[config.mk]
export PLATFORM = sky130hd
export DESIGN_NAME = alu_arbiter
export DESIGN_NICKNAME = d
export VERILOG_FILES = /design/src/rtl/alu_pkg.sv /design/src/rtl/rr_arb2.sv /design/src/rtl/alu_arbiter.sv
export SDC_FILE = /design/constraint.sdc
export NUM_CORES = 1
export LEC_CHECK = 0
export ABC_CLOCK_PERIOD_IN_PS = 5050
export CAP_MARGIN = 20
export CORE_MARGIN = 5
export CORE_UTILIZATION = 44
export DETAILED_ROUTE_END_ITERATION = 8
export PLACE_DENSITY = 0.85
export REMOVE_ABC_BUFFERS = 1
export SLEW_MARGIN = 10
export SYNTH_ARGS = -nofsm -noshare
export SYNTH_HDL_FRONTEND = slang
export SYNTH_HIERARCHICAL = 1
export SYNTH_SLANG_ARGS = --single-unit
[constraint.sdc]
create_clock -name i_clk -period 5.05 [get_ports i_clk]
set_input_delay 1.01 -clock i_clk [delete_from_list [all_inputs] [get_ports i_clk]]
set_output_delay 1.01 -clock i_clk [all_outputs]
set_load 0.05 [all_outputs]
[src/rtl/alu_pkg.sv]
// alu_pkg: ALU function codes shared with the ALU, plus the arbiter FSM state encoding
package alu_pkg;
    localparam logic [2:0] ALU_FWD = 3'b000;
    localparam logic [2:0] ALU_ADD = 3'b001;
    localparam logic [2:0] ALU_AND = 3'b010;
    localparam logic [2:0] ALU_OR  = 3'b011;
    typedef enum logic [1:0] {
        IDLE = 2'd0,
        EXEC = 2'd1,
        RESP = 2'd2
    } state_t;
endpackage

[src/rtl/rr_arb2.sv]
// rr_arb2: combinational two-way round-robin grant; a tie goes to the requester not granted last
import alu_pkg::*;

module rr_arb2 (
    input  logic [1:0] i_req,
    input  logic       i_last,
    output logic [1:0] o_gnt,
    output logic       o_idx
);
    always_comb begin
        o_idx = (i_req == 2'b11) ? ~i_last : (i_req == 2'b10);
        o_gnt = (i_req == 2'b00) ? 2'b00 : (o_idx ? 2'b10 : 2'b01);
    end
endmodule

[src/rtl/alu_arbiter.sv]
// alu_arbiter: shares one 8-bit ALU between two requesters, waits the op latency, returns a buffered response
import alu_pkg::*;

module alu_arbiter #(
    parameter int unsigned ADD_CYCLES   = 2,
    parameter int unsigned LOGIC_CYCLES = 1
) (
    input  logic       i_clk,
    input  logic       i_rst,
    input  logic       i_req0_valid,
    input  logic [7:0] i_req0_data1,
    input  logic [7:0] i_req0_data2,
    input  logic [2:0] i_req0_select,
    output logic       o_req0_ready,
    input  logic       i_req1_valid,
    input  logic [7:0] i_req1_data1,
    input  logic [7:0] i_req1_data2,
    input  logic [2:0] i_req1_select,
    output logic       o_req1_ready,
    output logic [7:0] o_alu_data1,
    output logic [7:0] o_alu_data2,
    output logic [2:0] o_alu_select,
    input  logic [7:0] i_alu_result,
    input  logic       i_alu_zero,
    output logic       o_rsp_valid,
    input  logic       i_rsp_ready,
    output logic       o_rsp_id,
    output logic [7:0] o_rsp_result,
    output logic       o_rsp_zero,
    output logic       o_rsp_err
);
    localparam logic [3:0] ADD_N   = 4'(ADD_CYCLES);
    localparam logic [3:0] LOGIC_N = 4'(LOGIC_CYCLES);
    state_t     r_state, w_next;
    logic       r_last, r_rsp_valid, r_rsp_id, r_rsp_zero, r_rsp_err;
    logic [3:0] r_cnt;
    logic [7:0] r_alu_d1, r_alu_d2, r_rsp_result;
    logic [2:0] r_alu_sel;
    logic [1:0] w_gnt;
    logic       w_idx, w_accept, w_done;
    logic [7:0] w_d1, w_d2;
    logic [2:0] w_sel;
    rr_arb2 u_arb (
        .i_req  ({i_req1_valid, i_req0_valid}),
        .i_last (r_last),
        .o_gnt  (w_gnt),
        .o_idx  (w_idx)
    );
    always_comb begin
        o_req0_ready = (r_state == IDLE) && w_gnt[0];
        o_req1_ready = (r_state == IDLE) && w_gnt[1];
        w_accept     = o_req0_ready || o_req1_ready;
        w_d1         = w_idx ? i_req1_data1 : i_req0_data1;
        w_d2         = w_idx ? i_req1_data2 : i_req0_data2;
        w_sel        = w_idx ? i_req1_select : i_req0_select;
        w_done       = (r_state == EXEC) && (r_cnt == 4'd1);
        w_next       = r_state;
        case (r_state)
            IDLE:    w_next = w_accept ? EXEC : IDLE;
            EXEC:    w_next = w_done ? RESP : EXEC;
            RESP:    w_next = i_rsp_ready ? IDLE : RESP;
            default: w_next = IDLE;
        endcase
    end
    // Reserved selects spend one EXEC cycle with the error response already loaded, so
    // their response appears one cycle after accept like the fastest real op.
    always_ff @(posedge i_clk or posedge i_rst) begin
        if (i_rst) begin
            r_state      <= IDLE;
            r_last       <= 1'b1;
            r_cnt        <= 4'd0;
            r_alu_d1     <= 8'd0;
            r_alu_d2     <= 8'd0;
            r_alu_sel    <= ALU_FWD;
            r_rsp_valid  <= 1'b0;
            r_rsp_id     <= 1'b0;
            r_rsp_result <= 8'd0;
            r_rsp_zero   <= 1'b0;
            r_rsp_err    <= 1'b0;
        end else begin
            r_state     <= w_next;
            r_rsp_valid <= (w_next == RESP);
            if (r_state == EXEC)
                r_cnt <= r_cnt - 4'd1;
            if (w_accept) begin
                r_last    <= w_idx;
                r_rsp_id  <= w_idx;
                r_rsp_err <= w_sel[2];
                r_cnt     <= w_sel[2] ? 4'd1 : (w_sel == ALU_ADD) ? ADD_N : LOGIC_N;
                if (w_sel[2]) begin
                    r_rsp_result <= 8'd0;
                    r_rsp_zero   <= 1'b0;
                end else begin
                    r_alu_d1  <= w_d1;
                    r_alu_d2  <= w_d2;
                    r_alu_sel <= w_sel;
                end
            end
            if (w_done && !r_rsp_err) begin
                r_rsp_result <= i_alu_result;
                r_rsp_zero   <= i_alu_zero;
            end
        end
    end
    always_comb begin
        o_alu_data1  = r_alu_d1;
        o_alu_data2  = r_alu_d2;
        o_alu_select = r_alu_sel;
        o_rsp_valid  = r_rsp_valid;
        o_rsp_id     = r_rsp_id;
        o_rsp_result = r_rsp_result;
        o_rsp_zero   = r_rsp_zero;
        o_rsp_err    = r_rsp_err;
    end
endmodule

# == After elaboration in Yosys (flattened, before gate mapping) ==
# Index checks and enable logic that the tools add are counted.
# op_classes
addsub,1
n_eq_ne,7
muxes,20
n_bitwise,2
reduce_logical,13
# ops
op,count
2-to-1 mux 8 bit,5
2-to-1 mux 2 bit,6
"equality test 2 bit, second input constant",4
2-to-1 mux 4 bit,2
one-hot mux 2 bit (3 select lines),1
nonzero test 2 bit,3
2-to-1 mux 1 bit,5
"equality test 4 x 1 -> 1 bit, second input constant",1
logical AND 1 bit,4
zero test 2 bit,2
AND reduction 2 bit,2
"subtractor 4 x 1 -> 4 bit, second input constant",1
"equality test 3 x 1 -> 1 bit, second input constant",1
2-to-1 mux 3 bit,1
"equality test 2 x 1 -> 1 bit, second input constant",1
NOT 1 bit,2
zero test 1 bit,1
logical OR 1 bit,1
# totals
regBits,37
out_inout_bits,33

# == Depth between registers and ports, before layout ==
# Gate-level depths: netlist of the first run.
# logic_depth
ltp_word,9
depth_mapped,7
depth_no_buf,5

# == Modules after synthesis ==
# Netlist of the first run, hierarchy kept.
# by_module_without_submodules
mod,n_inst,cells_each,area_per_inst_um2,seq_area_each_um2
alu_arbiter,1,156,1805.5,927.1
rr_arb2,1,4,26.3,0.0

# == Worst setup path before layout of the first run ==
# Ideal clock, no wire load.
# synth_path
kind,input-to-output
start,in i_req1_valid
end,out o_req1_ready
arrival_ns,1.620
required_time_ns,4.040
setup_slack_ns,2.420
cell_stages,2
n_path_buf,0
cell_sequence,a21boi_0 > and2_1
# synth_between
elab_chain_cells,5
word_cells_on_any_way,7
classes_between,eq/ne (2); mux (3); reduce/logical (2)
# synth_rtl
item,line,text
start: declaration,alu_arbiter.sv:15,"input logic i_req1_valid,"
equality test 2 bit,rr_arb2.sv:11,o_idx = (i_req == 2'b11) ? ~i_last : (i_req == 2'b10);
2-to-1 mux 1 bit,rr_arb2.sv:11,
2-to-1 mux 2 bit,rr_arb2.sv:12,o_gnt = (i_req == 2'b00) ? 2'b00 : (o_idx ? 2'b10 : 2'b01);
2-to-1 mux 2 bit *,rr_arb2.sv:12,
logical AND 1 bit *,alu_arbiter.sv:51,o_req1_ready = (r_state == IDLE) && w_gnt[1];
end: declaration,alu_arbiter.sv:19,"output logic o_req1_ready,"
# Mark *: on every way between the ends. The rest lies on a longest branch, timed or not.

# == Final worst setup path of the first run ==
# layout_path
start,in i_req0_valid
end,out o_req0_ready
# layout_between
elab_chain_cells,5
word_cells_on_any_way,7
classes_between,eq/ne (2); mux (3); reduce/logical (2)
# layout_rtl
item,line,text
start: declaration,alu_arbiter.sv:10,"input logic i_req0_valid,"
equality test 2 bit,rr_arb2.sv:11,
2-to-1 mux 1 bit,rr_arb2.sv:11,
2-to-1 mux 2 bit,rr_arb2.sv:12,
2-to-1 mux 2 bit *,rr_arb2.sv:12,
named net w_gnt[0],alu_arbiter.sv:39,logic [1:0] w_gnt;
logical AND 1 bit *,alu_arbiter.sv:50,o_req0_ready = (r_state == IDLE) && w_gnt[0];
end: declaration,alu_arbiter.sv:14,"output logic o_req0_ready,"
# Mark *: on every way through the listed nets, which the timed path passes. The rest lies on a longest branch.

==> qor.yml, run 1 <==
dp_hpwl_mm: 3.44
finClkSkew_ns: 0.00214
start_kind: "input pin"
grt-busiest-layer: "met2"
dp.cells: 283
diodes: 0
min_period_ns: 3.73
cp_slowest_cell: "clkdlybuf4s50_1"
dieArea_um2: 5550
r2r_slack_ns: 2.54
root_buffer: "clkbuf_8"
num_rows: 23
clk_pin_slew_ns: 0.07
holdPathStages: 1
synth-seq-cells: 37
crit_buf_inv: 2
grt_pass1_wl_mm: 7.45
synth_top_area_share_pct: 49.2
cp-end-kind: "primary output"
final_cell_mix: "clkdlybuf4s50_1, dfrtp_1, a21oi_1"
setup_slack_ns: 1.32
track_usage_pct: 17.8
io_buffers: 83
critPathMaxFanout: 3
finalPower_mw: 1.84
clock_latency_ns: 0.28
setup_viol: 0
dpl_worst_slack_ns: 1.31
cts_buffers: 5
gp_congestion: 0.818
yosysWarnings: 6
crit_path_frequent_cell: "clkdlybuf4s50_1"
finalMaxSlewViolations: 0
period_share_pct: 73.9
areaGrowthSynthToFinish_pct: 51.3
cts_setup_buffers: 0
crit_family: "buffers and inverters"
tightest_slew_ns: 0.799
final_common_cell: "clkdlybuf4s50_1"
synth_top_area_cell: "dfrtp_1"
cts_sinks: 37
powerDensity_nw_per_um2: 662
drtPass1Iterations: 4
coreArea_um2: 4030
vias: 1603
fin_tns_setup_ns: 0
place_area_um2: 2680
hold_buffers: 0
grt_setup_unrepaired: "false"
synthDistinctLibCells: 35
die_h_um: 74.5
r2r-start: "r_last$_DFFE_PP1N_"
crit_required_ns: 4.04
fmax_ghz: 0.268
nNetsFinal: 294
postSynth.asyncResetShare_pct: 100
ios: 85
stdcell_count: 291
grt_max_degree: 38
grt_use_met1_pct: 23.5
cp.arrival_ns: 2.72
drive_above_1_share_pct: 7.88
drt_wl_total_mm: 4.78
postRouteAntennaNets: 0
timing.rr.end: "o_alu_data1[6]$_DFFE_PP0P_"
netlist_top_cells_area: "dfrtp_1, mux2i_1, a31oi_1"
fin_area_um2: 2770
antenna_found_initial: 0
synthCells: 160
htreeDepth: 2
drc: 0
dr.first_iter.drc_count: 150
clk_path_buf_depth: 2
cap_violations: 0
path_cells: "clkdlybuf4s50_1, a21boi_1, and2_1, clkdlybuf4s50_1"
synthFlopType: "dfrtp_1"
grtUsageMet3_pct: 5.41
synth.avg_cell_area_um2: 11.4
maxSlewHeadroom_pct: 46.7
slowest_delay_ns: 0.80
reg2regPathDepth: 5
hp-start: "o_rsp_result[3]$_DFFE_PP0P_"
leakagePower_nw: 1.16
synth_area_um2: 1830
hp-class: "reg2reg"
use_met2_pct: 27.4
status: "finished, final reports clean"
grt_overflow: 0
ys_seq_area_share_pct: 50.6
via_per_inst: 5.51
holdPathEnd: "o_rsp_result[3]$_DFFE_PP0P_"
synth_edf_count: 0
hold_violations: 0
fp.dieW_um: 74.5
cts_resized: 0
grt_pass1_vias: 1566
tritoncts: "yes"
start_util_pct: 45.5
path_class: "in2out"
wire_per_inst_um: 16.4
peakVddDrop_mv: 0.375
[area by class of cell]
type                       instances  area [um^2]
sequential                        37          927
inverter                           4         15.0
fill                             341         1260
clock buffer                       8         90.1
tap                               50         62.6
multi-input combinational        106          823
timing repair buffer              86          853
[power breakdown]
group | total, mW | internal [mW] | leakage [nW] | switching, mW
sequential | 0.523 | 0.436 | 0.441 | 0.0871
combinational | 1.10 | 0.403 | 0.671 | 0.700
clock | 0.209 | 0.111 | 0.0455 | 0.0979
[cells in the mapped netlist (all sizes together), types with 2 or more instances]
cell     n
mux2i   21
nor3b    2
mux2     4
a21oi   21
nor2     4
buf     11
nand2b   2
inv      4
dfrtp   36
and2     4
o31ai    2
a31oi   18
clkbuf   2
a22o     9
a21boi   3
nand3b   2
ha       2
[per-stage QoR]
step	hold WS (ns)	utilization, %
final	0.498	68.8
after global routing	0.523	68.8
after CTS	0.504	68.8
after detailed placement	0.487	66.6
after global placement	0.484	66.6
after floorplan	0.487	-
[worst max-delay path by stage]
| stage | startpoint | endpoint | slack (ns) | depth (start not counted) |
|---|---|---|---|---|
| after floorplan | i_req1_valid | o_alu_data1[0]$_DFFE_PP0P_ | 0.14 | 4 |
| after global placement | i_req0_valid | o_req0_ready | 1.40 | 4 |
| after detailed placement | i_req0_valid | o_req0_ready | 1.31 | 4 |
| after CTS | i_req0_valid | o_req0_ready | 1.31 | 4 |
| after global routing | i_req1_valid | o_req1_ready | 1.23 | 4 |
| final | i_req0_valid | o_req0_ready | 1.32 | 4 |
[sequential cells by signal, summed over array words and instances, names as in the netlist]
register / cells
o_rsp_result: 8
o_rsp_valid: 1
o_alu_data2: 8
r_state: 2
o_alu_data1: 8
r_last: 1
o_rsp_zero: 1
o_rsp_id: 1
o_rsp_err: 1
r_cnt: 4
o_alu_select: 2
[metal layers]
layer  part of all wire, %  vias to the layer above
met5                     0                        -
li1                      -                      754
met2                    52                       56
met4                   1.3                        0
met3                   7.8                        8
met1                    39                      785
[cells by family after synthesis]
| logic type | count (synthesis) | share of synthesized area, % |
|---|---|---|
| other cells | 1 | 0.205 |
| flops | 37 | 50.6 |
| fa+ha+maj | 2 | 1.37 |
| compound gates | 57 | 20.5 |
| mux | 25 | 14.8 |
| simple gates | 19 | 6.35 |
| xor+xnor | 2 | 0.956 |
| buf+inv | 17 | 5.19 |
(Power assumes the default switching activity.)
==> run 2, diff against run 1 <==
--- a/config.mk
+++ b/config.mk
@@ -5,12 +5,12 @@
 export SDC_FILE = /design/constraint.sdc
 export NUM_CORES = 1
 export LEC_CHECK = 0
-export ABC_CLOCK_PERIOD_IN_PS = 5050
+export ABC_CLOCK_PERIOD_IN_PS = 3500
 export CAP_MARGIN = 20
 export CORE_MARGIN = 5
-export CORE_UTILIZATION = 44
+export CORE_UTILIZATION = 41
 export DETAILED_ROUTE_END_ITERATION = 8
-export PLACE_DENSITY = 0.85
+export PLACE_DENSITY = 0.8
 export REMOVE_ABC_BUFFERS = 1
 export SLEW_MARGIN = 10
 export SYNTH_ARGS = -nofsm -noshare
==> constraint.sdc (replaced) <==
create_clock -name i_clk -period 3.5 [get_ports i_clk]
set_input_delay 0.7 -clock i_clk [delete_from_list [all_inputs] [get_ports i_clk]]
set_output_delay 0.7 -clock i_clk [all_outputs]
set_load 0.05 [all_outputs]
==> run 2 against run 1 <==
Net effect:
- core utilization shrank 4.9 points
- combinational power up 45%
- global-route usage is 1.5 points lower
- first-iteration DRC count shrank 61%
- via count is 1.2% lower
- power up 43%
- final cell count increased by 1.4%
- register-to-register slack worse by 1.2 ns
- highest routed layer unchanged
==> qor.yml, run 2 (synthesized netlist as in run 1, its figures left out) <==
path_cells: "clkdlybuf4s50_1, a21boi_1, and2_1, clkdlybuf4s50_1"
crit_buf_inv: 2
dieArea_um2: 5900
cts_sinks: 37
endpoint: "o_req0_ready"
grt_pass1_wl_mm: 7.90
cts_setup_buffers: 0
io_buffers: 83
drc: 0
crit_path_frequent_cell: "clkdlybuf4s50_1"
powerDensity_nw_per_um2: 947
timing.rr.end: "o_alu_data1[2]$_DFFE_PP0P_"
grt_setup_unrepaired: "false"
fmax_ghz: 0.324
tritoncts: "yes"
drt_wl_total_mm: 4.71
finClkSkew_ns: 0.00797
fillers: 374
final_common_cell: "clkdlybuf4s50_1"
postRouteAntennaNets: 0
cp_slowest_cell: "clkdlybuf4s50_1"
hold_buffers: 0
dp.cells: 287
start_kind: "input pin"
via_per_inst: 5.37
setup_viol: 0
die_h_um: 76.8
start_util_pct: 42.1
path_class: "in2out"
period_share_pct: 88.1
clk_path_buf_depth: 2
r2r-start: "r_last$_DFFE_PP1N_"
cp-end-kind: "primary output"
critPathMaxFanout: 3
stdcell_count: 295
fp.dieW_um: 76.8
status: "finished, final reports clean"
hold_violations: 0
cp.arrival_ns: 2.38
reg2regPathDepth: 5
r2r_slack_ns: 1.30
ios: 85
leakagePower_nw: 1.17
root_buffer: "clkbuf_8"
final_cell_mix: "clkdlybuf4s50_1, dfrtp_1, a21oi_1"
hp-class: "reg2reg"
maxSlewHeadroom_pct: 50.2
clk_pin_slew_ns: 0.06
dr.first_iter.drc_count: 59
diodes: 0
min_period_ns: 3.08
drive_above_1_share_pct: 9.05
peakVddDrop_mv: 0.711
nNetsFinal: 296
cts_resized: 0
drtPass1Iterations: 4
slowest_delay_ns: 0.79
tightest_slew_ns: 0.747
grt_pass1_vias: 1636
cts_buffers: 5
track_usage_pct: 16.2
areaGrowthSynthToFinish_pct: 51.8
dp_hpwl_mm: 3.44
clock_latency_ns: 0.29
wire_per_inst_um: 16.0
finalMaxSlewViolations: 0
grt_max_degree: 38
fin_util_pct: 63.9
cap_violations: 0
vias: 1583
worstSetupStartpoint: "i_req0_valid"
crit_required_ns: 2.80
grt_overflow: 0
htreeDepth: 2
cp.depth: 4
antenna_found_initial: 0
num_rows: 24
coreArea_um2: 4350
crit_family: "buffers and inverters"
gp_congestion: 0.750
==> run 2: cell count changes in the layout (fill, tap and decap cells not counted) <==
cell / previous run / this run
clkbuf_8: 6 / 5
clkbuf_1: 2 / 1
clkinv_2: 0 / 2
buf_4: 3 / 5
==> run 2: power by group <==
part	leakage [nW]	switching, mW	total (mW)	internal (mW)
Sequential	0.441	0.125	0.755	0.629
Clock	0.0450	0.145	0.283	0.138
Combinational	0.681	1.01	1.60	0.587
==> run 2: worst min-delay path by stage <==
stage | cells past startpoint | end | slack [ns] | startpoint
2_1_floorplan | 1 | r_state[0]$_DFF_PP0_ | 0.49 | r_state[1]$_DFF_PP0_
3_3_place_gp | 1 | o_rsp_result[4]$_DFFE_PP0P_ | 0.49 | o_rsp_result[4]$_DFFE_PP0P_
3_5_place_dp | 1 | o_rsp_result[3]$_DFFE_PP0P_ | 0.48 | o_rsp_result[3]$_DFFE_PP0P_
4_1_cts | 1 | o_rsp_result[3]$_DFFE_PP0P_ | 0.51 | o_rsp_result[3]$_DFFE_PP0P_
5_1_grt | 1 | o_rsp_result[3]$_DFFE_PP0P_ | 0.52 | o_rsp_result[3]$_DFFE_PP0P_
6_report | 1 | o_rsp_result[3]$_DFFE_PP0P_ | 0.50 | o_rsp_result[3]$_DFFE_PP0P_
==> run 2: layer usage <==
| layer | wire [um] | track usage, % | vias up |
|---|---|---|---|
| li1 | - | - | 758 |
| met1 | 2040 | 21.3 | 766 |
| met2 | 2250 | 25.6 | 55 |
| met3 | 382 | 5.97 | 4 |
| met4 | 42 | 3.67 | 0 |
| met5 | 0 | 0 | - |
==> run 2: through the flow <==
stage	TNS, ns	cell area [um^2]	setup WS, ns	power [mW]	hold WS (ns)
2_1_floorplan	-28.06	1750	-1.10	1.81	0.487
5_1_grt	0	2780	0.266	2.79	0.520
3_5_place_dp	0	2700	0.423	2.36	0.481
3_3_place_gp	0	2700	0.471	2.34	0.485
6_report	0	2780	0.418	2.63	0.498
4_1_cts	0	2780	0.415	2.66	0.505
==> run 2: layout make-up <==
| cell class | count | area, um^2 | share of cell area, % |
|---|---|---|---|
| multi-input combinational | 106 | 823 | 29.6 |
| inverter | 4 | 15.0 | 0.540 |
| clock inverter | 2 | 10.0 | 0.360 |
| clock buffer | 6 | 72.6 | 2.61 |
| tap | 52 | 65.1 | 2.34 |
| sequential | 37 | 927 | 33.3 |
| timing repair buffer | 88 | 868 | 31.2 |
==> run 3, diff against run 2 <==
==> constraint.sdc (replaced) <==
create_clock -name i_clk -period 3.5 [get_ports i_clk]
set_input_delay 0.7 -clock i_clk [delete_from_list [all_inputs] [get_ports i_clk]]
set_output_delay 0.7 -clock i_clk [all_outputs]
set_load 0.02 [all_outputs]
==> run 3 against run 2 <==
Net effect:
- worst setup slack better by 0.22 ns
- core utilization up 0.086 points
- non-clock buffer count unchanged
==> qor.yml, run 3 (synthesized netlist as in run 1, its figures left out) <==
antenna_found_initial: 0
cp.arrival_ns: 2.17
areaGrowthSynthToFinish_pct: 52.0
maxSlewHeadroom_pct: 53.0
ios: 85
grt_overflow: 0
start_kind: "input pin"
cts_resized: 0
track_usage_pct: 16.0
peakVddDrop_mv: 0.498
min_period_ns: 2.87
diodes: 0
via_per_inst: 5.33
gp_congestion: 0.727
die_h_um: 76.8
clk_path_buf_depth: 2
fillers: 368
postRouteAntennaNets: 0
num_rows: 24
dp_hpwl_mm: 3.52
r2r_slack_ns: 1.34
met2_length_mm: 2.18
crit_required_ns: 2.80
dr_wl_met3_um: 327
fmax_ghz: 0.349
finClkSkew_ns: 0.00562
clock_latency_ns: 0.29
cp-end-kind: "primary output"
root_buffer: "clkbuf_8"
hp-class: "reg2reg"
powerDensity_nw_per_um2: 811
leakagePower_nw: 1.17
m1WireLength_mm: 2.16
final_common_cell: "clkdlybuf4s50_1"
coreArea_um2: 4350
hp-start: "o_rsp_result[2]$_DFFE_PP0P_"
hold_violations: 0
start_util_pct: 42.1
cts_setup_buffers: 0
vias: 1566
clk_pin_slew_ns: 0.06
fin_tns_setup_ns: 0
fin_area_um2: 2790
critPathMaxFanout: 3
holdPathEnd: "o_rsp_result[2]$_DFFE_PP0P_"
drtPass1Iterations: 4
finalPower_mw: 2.26
grt_pass1_vias: 1594
hold_buffers: 0
place_area_um2: 2700
reg2regPathDepth: 5
top_layer: "met4"
nNetsFinal: 296
tightest_slew_ns: 0.705
drc: 0
fp.dieW_um: 76.8
io_buffers: 83
status: "finished, final reports clean"
grt_setup_unrepaired: "false"
stdcell_count: 294
cts_buffers: 5
setup_viol: 0
final_cell_mix: "clkdlybuf4s50_1, dfrtp_1, a21oi_1"
htreeDepth: 2
grt_max_degree: 38
finalMaxSlewViolations: 0
path_class: "in2out"
period_share_pct: 81.9
holdPathStages: 1
cap_violations: 0
tritoncts: "yes"
drt_wl_total_mm: 4.73
dieArea_um2: 5900
wire_per_inst_um: 16.1
cts_sinks: 37
r2r-start: "r_last$_DFFE_PP1N_"
grt_pass1_wl_mm: 7.76
timing.rr.end: "o_alu_data2[7]$_DFFE_PP0P_"
dp.cells: 287
drive_above_1_share_pct: 8.68
dr.first_iter.drc_count: 93
-- run 3: cell count changes in the layout (fill, tap and decap cells not counted) --
cell	before	now
clkbuf_8	5	6
clkinv_2	2	0
-- run 3: worst max-delay path by stage --
stage / start / endpoint
3_5_place_dp: i_req1_valid / o_alu_data2[7]$_DFFE_PP0P_
5_1_grt: i_req1_valid / o_req1_ready
2_1_floorplan: i_req1_valid / o_alu_data1[0]$_DFFE_PP0P_
6_report: i_req0_valid / o_req0_ready
3_3_place_gp: i_req1_valid / o_req1_ready
4_1_cts: i_req0_valid / o_req0_ready
-- run 3: critical path, stage by stage --
cell and delay, ns:
clkdlybuf4s50_1 0.54, a21boi_1 0.19, and2_1 0.14, clkdlybuf4s50_1 0.60
-- run 3: stage by stage --
stage	utilization (%)	setup WS, ns	hold WS, ns
final	64.0	0.634	0.502
after global routing	64.0	0.505	0.521
after CTS	64.0	0.618	0.509
after detailed placement	62.0	0.558	0.483
after global placement	62.0	0.650	0.488
after floorplan	-	-1.10	0.487
-- run 3: metal layers --
metal	track usage [%]	vias up
met5	0	-
met4	4.20	0
met3	5.27	7
met2	23.4	53
met1	22.8	754
li1	-	752
-- run 3: cell type report --
cell class	instances	area, um^2	share of cell area [%]
clock buffers	7	86.3	3.10
inverters	4	15.0	0.539
multi-input cells	106	823	29.6
flip-flops and latches	37	927	33.3
well taps	52	65.1	2.34
repair buffers	88	868	31.2
-- run 3: power by group --
group | leakage (nW) | switching [mW] | total [mW] | internal (mW)
clock | 0.0443 | 0.140 | 0.296 | 0.156
sequential | 0.441 | 0.131 | 0.761 | 0.630
combinational | 0.681 | 0.614 | 1.20 | 0.589
